==> src/rtl/ram.sv <==
// rtl/ram.sv - 2^ADDR_W x DATA_W register-array RAM, write-first, combinational read
module ram #(
    parameter int ADDR_W = 5,
    parameter int DATA_W = 32
) (
    input  logic              clk,
    input  logic              rst_n,
    input  logic              ram_ena,
    input  logic              wena,
    input  logic [ADDR_W-1:0] addr,
    input  logic [DATA_W-1:0] data_in,
    output logic [DATA_W-1:0] data_out
);

    localparam int DEPTH = 1 << ADDR_W;

    logic [DATA_W-1:0] r_mem [DEPTH];
    logic              w_wr_en;

    assign w_wr_en = ram_ena & wena;

    // Reset clears the whole array asynchronously, so a write racing reset is lost.
    always_ff @(posedge clk or negedge rst_n) begin
        if (!rst_n) begin
            for (int i = 0; i < DEPTH; i++) begin
                r_mem[i] <= '0;
            end
        end else if (w_wr_en) begin
            r_mem[addr] <= data_in;
        end
    end

    // Read path is live in both read and write cycles; idle or reset forces zero.
    assign data_out = (rst_n && ram_ena) ? r_mem[addr] : '0;

endmodule

==> config.mk <==
export PLATFORM = sky130hd
export DESIGN_NAME = ram
export DESIGN_NICKNAME = d
export VERILOG_FILES = /design/src/rtl/ram.sv
export SDC_FILE = /design/constraint.sdc
export NUM_CORES = 1
export LEC_CHECK = 0
export ABC_AREA = 1
export BUFFER_PORTS_ARGS = -buffer_cell sky130_fd_sc_hd__buf_2
export CORE_MARGIN = 3
export CORE_UTILIZATION = 57
export CTS_CLUSTER_SIZE = 24
export DETAILED_ROUTE_END_ITERATION = 8
export PLACE_DENSITY = 0.8
export SLEW_MARGIN = 10
export SYNTH_ARGS = -nofsm -noshare
export SYNTH_HDL_FRONTEND = slang
export SYNTH_SLANG_ARGS = --single-unit
export TNS_END_PERCENT = 10
==> constraint.sdc <==
create_clock -name clk -period 1.5 [get_ports clk]
set_input_delay 0.075 -clock clk [delete_from_list [all_inputs] [get_ports clk]]
set_output_delay 0.075 -clock clk [all_outputs]
set_load 0.03 [all_outputs]
==> results of run 1 <==
==> layer usage <==
| layer | global-route usage [%] | vias up | wire length [µm] |
|---|---|---|---|
| met2 | 53.4 | 2595 | 66900 |
| met3 | 7.81 | 485 | 16400 |
| li1 | - | 20072 | - |
| met1 | 46.0 | 21014 | 58200 |
| met4 | 16.2 | 0 | 7420 |
| met5 | 0 | - | 0 |
==> critical path, cell delays in order (launching register included) <==
cell and delay, ns:
dfrtp_1 0.36, nand2_1 0.08, nand2_1 0.09, nand2_1 0.07
nand2_2 0.11, nand2_1 0.06, nand2_1 0.08, nor2_2 0.06
a21oi_4 0.31, buf_6 0.19
==> cells by family after synthesis <==
logic type,Yosys count,synth area share (%)
DFF,1024,54.0
buffers and inverters,528,4.38
and+or+nand+nor,3758,30.5
AOI/OAI and AO/OA,1056,11.1
==> worst paths after layout <==
path | from | to
hold / removal | rst_n | r_mem[355]$_DFFE_PN0P_
setup / recovery | r_mem[303]$_DFFE_PN0P_ | data_out[15]
hold reg to reg | r_mem[262]$_DFFE_PN0P_ | r_mem[262]$_DFFE_PN0P_
max in group asynchronous | rst_n | r_mem[368]$_DFFE_PN0P_
setup reg to reg | r_mem[654]$_DFFE_PN0P_ | r_mem[654]$_DFFE_PN0P_
min in group clk | wena | r_mem[242]$_DFFE_PN0P_
==> power by group through the flow <==
stage	combinational [W]	sequential [W]	clock (W)
after floorplan	0.00621	0.0331	0
final	0.00994	0.0332	0.0268
after detailed placement	0.00935	0.0335	0
after CTS	0.00970	0.0331	0.0269
after global routing	0.0113	0.0336	0.0281
after global placement	0.00900	0.0334	0
==> Yosys cell counts <==
master	number	share of area, %
a21oi_1	32	0.34
buf_1	12	0.095
buf_2	70	0.74
buf_4	2	0.032
clkbuf_1	407	3.2
dfrtp_1	1024	54
inv_1	34	0.27
inv_2	3	0.024
nand2_1	3567	28
nand2_2	11	0.15
nand2_4	8	0.19
nand3_1	96	1.0
nor2_1	64	0.51
nor3_4	12	0.41
o21ai_0	920	9.7
o21ai_1	104	1.1
==> final cells by class <==
class                   instances  area [µm²]
flip-flops and latches       1024       25600
fillers                      6263       25800
diodes                          2        5.00
clock buffers                 149        3030
multi-input cells            4814       20600
inverters                      37         158
clock inverters                39         500
well taps                    1070        1340
repair buffers                441        5210
==> per-stage QoR <==
step                      power [W]  TNS [ns]
final                        0.0700    -15.26
after global routing         0.0729    -17.78
after CTS                    0.0698    -15.72
after detailed placement     0.0429   -132.87
after global placement       0.0424   -108.73
after floorplan              0.0393    -0.484
==> what timing repair did <==
| item | in CTS | in global routing |
|---|---|---|
| pin swaps | 21 | 54 |
| hold buffers | 33 | 0 |
| setup buffers | 3 | 15 |
| setup endpoints to repair | 32 | 163 |
| resized for setup | 124 | 84 |
| hold endpoints to repair | 1795 | 0 |
==> insert_results.sql, run 1 <==
INSERT INTO impl_metrics (metric_group, metric, value, unit) VALUES
('final_layout', 'nNetsFinal', '6463', ''),
('placed_design', 'dp_slack', '-0.368', 'ns'),
('drt', 'drc', '0', ''),
('critical_path', 'worst-r2r-cell-count', '3', ''),
('critical_path', 'crit_fanout', '2', ''),
('floorplanning', 'die-width', '295', 'µm'),
('final_layout', 'reg.largest.list', 'r_mem: 1024 flops', ''),
('global_routing', 'globalRouteOverflowTotal', '0', ''),
('pwr', 'power-per-cell-area', '1240', 'mW/mm²'),
('pwr', 'switching_part_of_the_total', '27.6', '%'),
('critical_path', 'worst-endpoint-arrival', '2.08', 'ns'),
('timing', 'post-route-period-util', '144', '%'),
('drt', 'post_dr_vias_cell', '5.83', ''),
('placed_design', 'post-dp-hpwl', '89.4', 'mm'),
('global_routing', 'globalRouteTotalUtil', '34.3', '%'),
('critical_path', 'endpoint_kind', 'output pin', ''),
('timing', 'period_minus_slack', '2.16', 'ns'),
('pwr', 'cellLeakagePower', '29.1', 'nW'),
('synth', 'synth.yosys.seq_area_share', '54.0', '%'),
('critical_path', 'worstSetupStartpointType', 'flip-flop', ''),
('run', 'drv.max_cap_violation_count', '0', ''),
('floorplanning', 'floorplan.initialDensity', '57.7', '%'),
('final_layout', 'mostFrequentLayoutCells', '3487 x nand2_1, 1024 x dfrtp_1, 920 x o21ai_0, 199 x buf_4, 142 x buf_12', ''),
('clock_network', 'total_cts_buffers', '104', ''),
('critical_path', 'ff2ff_setup_slack', '0.68', 'ns'),
('floorplanning', 'std_cell_rows', '105', ''),
('drt', 'drt_first_iter_violations', '5685', ''),
('global_routing', 'initial_antenna_violation_count', '3', ''),
('final_layout', 'layout.cells.most_common', 'nand2_1', ''),
('placed_design', 'io_buffer_count', '72', ''),
('final_layout', 'flip_flop_count_of_the_largest_register_after_layout', '1024', ''),
('clock_network', 'cts_sinks', '1024', ''),
('pwr', 'power_report.internal_total', '0.0506', 'W'),
('timing', 'hold_ws', '0.167', 'ns'),
('pwr', 'share_seq_of_total_power', '47.5', '%'),
('pwr', 'power.share.combinational', '14.2', '%'),
('run_status', 'violations', 'negative setup slack', ''),
('global_routing', 'number_of_global_route_vias_before_repair', '42136', ''),
('drt', 'wirelength', '149', 'mm'),
('synth', 'synth_seq_cells', '1024', ''),
('synth', 'yosys_warning_count', '0', ''),
('timing', 'max_freq', '464', 'MHz'),
('placed_design', 'gpl.final_weighted_congestion', '0.897', ''),
('final_layout', 'area_growth', '19.0', '%'),
('drt', 'ant_nets', '0', ''),
('timing', 'post-route-worst-setup-slack', '-0.657', 'ns'),
('placed_design', 'placed_cells', '7335', ''),
('synth', 'netlist-cell-type-count', '16', ''),
('placed_design', 'placement.cell_area', '0.0519', 'mm²'),
('clock_network', 'cts.root.buffer_cell', 'clkbuf_16', ''),
('timing', 'timing.clock.skew', '0', 'ns'),
('synth', 'synthesized_area_per_cell', '7.45', 'µm²'),
('clock_network', 'clk_transition_reported_paths', '0.06', 'ns'),
('clock_network', 'tritoncts', 'done', ''),
('synth', 'mappedNetlistArea', '0.0475', 'mm²'),
('pwr', 'power_frac_clock', '38.3', '%'),
('final_layout', 'stdcell_area', '0.0565', 'mm²'),
('run_status', 'outcome', 'complete, but fails checks', ''),
('clock_network', 'cts_max_level', '3', ''),
('critical_path', 'criticalPathCategory', 'flip-flop to output pin', ''),
('final_layout', 'drive_gt1_share', '12.1', '%'),
('final_layout', 'regMostFlops', 'r_mem', ''),
('final_layout', 'layoutNonFillerInstCount', '7576', ''),
('drt', 'drt_first_pass_iters', '6', ''),
('pwr', 'irDropWorstVdd', '0.949', 'mV'),
('floorplanning', 'fp.coreArea', '0.0822', 'mm²'),
('hold_path', 'min_path_type', 'input port to async pin', ''),
('timing', 'setup_viol', '32', ''),
('floorplanning', 'floorplan.io_pins', '73', ''),
('timing', 'hold_viol', '0', ''),
('synth', 'syn_nets', '6407', '');
No activity file was read; power rests on OpenSTA's default activity.
==> run 2: changes to the inputs <==
--- a/config.mk
+++ b/config.mk
@@ -6,12 +6,13 @@
 export NUM_CORES = 1
 export LEC_CHECK = 0
 export ABC_AREA = 1
+export ABC_CLOCK_PERIOD_IN_PS = 1500
 export BUFFER_PORTS_ARGS = -buffer_cell sky130_fd_sc_hd__buf_2
 export CORE_MARGIN = 3
-export CORE_UTILIZATION = 57
+export CORE_UTILIZATION = 35
 export CTS_CLUSTER_SIZE = 24
 export DETAILED_ROUTE_END_ITERATION = 8
-export PLACE_DENSITY = 0.8
+export PLACE_DENSITY = 0.55
 export SLEW_MARGIN = 10
 export SYNTH_ARGS = -nofsm -noshare
 export SYNTH_HDL_FRONTEND = slang
==> insert_results.sql, run 2 (same netlist as run 1, synthesis figures left out) <==
INSERT INTO impl_metrics (metric_group, metric, value, unit) VALUES
('global_routing', 'first_pass_grt_wire_length', '247', 'mm'),
('final_layout', 'mostFrequentLayoutCells', '3515 x nand2_1, 1024 x dfrtp_1, 920 x o21ai_0, 204 x buf_4, 165 x buf_12', ''),
('drt', 'post_dr_vias_cell', '4.99', ''),
('critical_path', 'worstSetupStartpointType', 'flip-flop', ''),
('timing', 'period_minus_slack', '2.13', 'ns'),
('final_layout', 'n_antenna_cell', '0', ''),
('global_routing', 'number_of_global_route_vias_before_repair', '39953', ''),
('placed_design', 'io_buffer_count', '72', ''),
('timing', 'timing.clock.skew', '0', 'ns'),
('placed_design', 'gpl.final_weighted_congestion', '0.819', ''),
('clock_network', 'tritoncts', 'done', ''),
('floorplanning', 'fp.coreArea', '0.134', 'mm²'),
('pwr', 'total_power', '0.0713', 'W'),
('floorplanning', 'die_area', '0.140', 'mm²'),
('clock_network', 'clock_insertion_delay_worst_skew', '0.71', 'ns'),
('run', 'drv.max_cap_violation_count', '0', ''),
('drt', 'ant_nets', '0', ''),
('final_layout', 'drive_gt1_share', '12.0', '%'),
('final_layout', 'flip_flop_count_of_the_largest_register_after_layout', '1024', ''),
('drt', 'drt_first_iter_violations', '3994', ''),
('drt', 'wl_per_cell', '19.0', 'µm'),
('timing', 'setup_viol', '32', ''),
('timing', 'post-route-period-util', '142', '%'),
('placed_design', 'post-dp-hpwl', '97.5', 'mm'),
('pwr', 'power-per-cell-area', '1230', 'mW/mm²'),
('critical_path', 'crit_fanout', '2', ''),
('critical_path', 'endpoint_kind', 'output pin', ''),
('floorplanning', 'die-width', '374', 'µm'),
('final_layout', 'area_growth', '22.2', '%'),
('floorplanning', 'std_cell_rows', '134', ''),
('timing', 'slew-limit-headroom', '64.6', '%'),
('drt', 'drt_first_pass_iters', '5', ''),
('critical_path', 'criticalPathCategory', 'flip-flop to output pin', ''),
('timing', 'report.final.slew_viol_count', '0', ''),
('pwr', 'cellLeakagePower', '29.5', 'nW'),
('final_layout', 'regMostFlops', 'r_mem', ''),
('final_layout', 'nNetsFinal', '6503', ''),
('global_routing', 'maximum_number_of_pins_on_one_net_before_global_route_repair', '93', ''),
('drt', 'drc', '0', ''),
('clock_network', 'clk_transition_reported_paths', '0.06', 'ns'),
('timing', 'fin_tns_setup', '-16.27', 'ns'),
('critical_path', 'critPathRequiredTime', '1.42', 'ns'),
('timing', 'hold_viol', '0', ''),
('hold_path', 'min_path_type', 'input port to flip-flop', ''),
('final_layout', 'utilization', '43.3', '%'),
('floorplanning', 'floorplan.io_pins', '73', ''),
('timing', 'post-route-worst-setup-slack', '-0.629', 'ns'),
('timing', 'grt_setup_unrepaired', 'true', ''),
('pwr', 'irDropWorstVdd', '0.908', 'mV'),
('timing', 'max_freq', '470', 'MHz'),
('clock_network', 'max-clock-path-buffers', '3', ''),
('run_status', 'outcome', 'complete, but fails checks', ''),
('drt', 'wirelength', '158', 'mm'),
('run_status', 'violations', 'negative setup slack', ''),
('clock_network', 'total_cts_buffers', '113', ''),
('placed_design', 'dp_slack', '-0.414', 'ns'),
('drt', 'dr_total_vias', '41510', ''),
('final_layout', 'reg.largest.list', 'r_mem: 1024 flops', ''),
('timing', 'worst_slew_pin_slew', '0.530', 'ns'),
('critical_path', 'worst-endpoint-arrival', '2.05', 'ns'),
('floorplanning', 'floorplan.initialDensity', '35.4', '%'),
('clock_network', 'cts_max_level', '3', ''),
('clock_network', 'cts_sinks', '1024', ''),
('global_routing', 'globalRouteTotalUtil', '22.6', '%'),
('final_layout', 'layout.cells.most_common', 'nand2_1', ''),
('global_routing', 'initial_antenna_violation_count', '3', ''),
('clock_network', 'cts.root.buffer_cell', 'clkbuf_16', ''),
('global_routing', 'globalRouteOverflowTotal', '0', ''),
('floorplanning', 'die_height', '374', 'µm');
-- run 2: repair_timing --
item / in CTS / in global routing
endpoints found under the hold margin: 1985 / 0
resized for setup: 129 / 29
pin swaps: 28 / 18
setup buffers: 4 / 6
endpoints found under the setup margin: 32 / 32
hold buffers: 34 / 0
-- run 2: path summary, 6_finish.rpt --
check,to,startpoint,cells after the start,slack (ns)
setup reg to reg,r_mem[769]$_DFFE_PN0P_,r_mem[769]$_DFFE_PN0P_,3,0.72
hold / removal,r_mem[982]$_DFFE_PN0P_,wena,7,0.21
min in group asynchronous,r_mem[254]$_DFFE_PN0P_,rst_n,4,0.22
setup / recovery,data_out[19],r_mem[339]$_DFFE_PN0P_,9,-0.63
hold reg to reg,r_mem[217]$_DFFE_PN0P_,r_mem[217]$_DFFE_PN0P_,2,0.48
max in group asynchronous,r_mem[725]$_DFFE_PN0P_,rst_n,4,0.35
-- run 2: metal layers --
metal | share of wire, % | GRT usage, % | vias to the layer above
met5 | 0.0082 | 0 | -
met4 | 2.2 | 4.96 | 2
met3 | 5.9 | 3.40 | 202
met2 | 44 | 35.3 | 1143
met1 | 48 | 33.3 | 20010
li1 | - | - | 20153
-- run 2: layout make-up --
cell class	count	area, µm²
clock buffer	174	3390
timing repair buffer	472	5720
multi-input combinational	4814	20500
fill	13505	76000
inverter	37	158
clock inverter	30	399
sequential	1024	25600
tap	1768	2210
-- run 2: report_power, final --
group	internal (W)	switching [W]
sequential	0.0312	0.00189
clock	0.0170	0.0115
combinational	0.00385	0.00588
-- run 2: critical path: stages, from the launching register on --
cell	delay, ns
dfrtp_1	0.37
nand2_1	0.06
nand2_1	0.07
nand2_1	0.05
nand2_1	0.06
nand2_1	0.05
nand2_1	0.08
nor2_2	0.05
a21oi_4	0.33
buf_6	0.19
-- run 2: per-stage QoR --
step	instance area, µm²	std cells	hold WS [ns]
after floorplan	47900	6366	-0.221
after global routing	58000	8319	0.181
after CTS	57900	8313	0.151
final	58000	8319	0.212
after global placement	53300	8072	0.118
after detailed placement	53300	8072	0.122
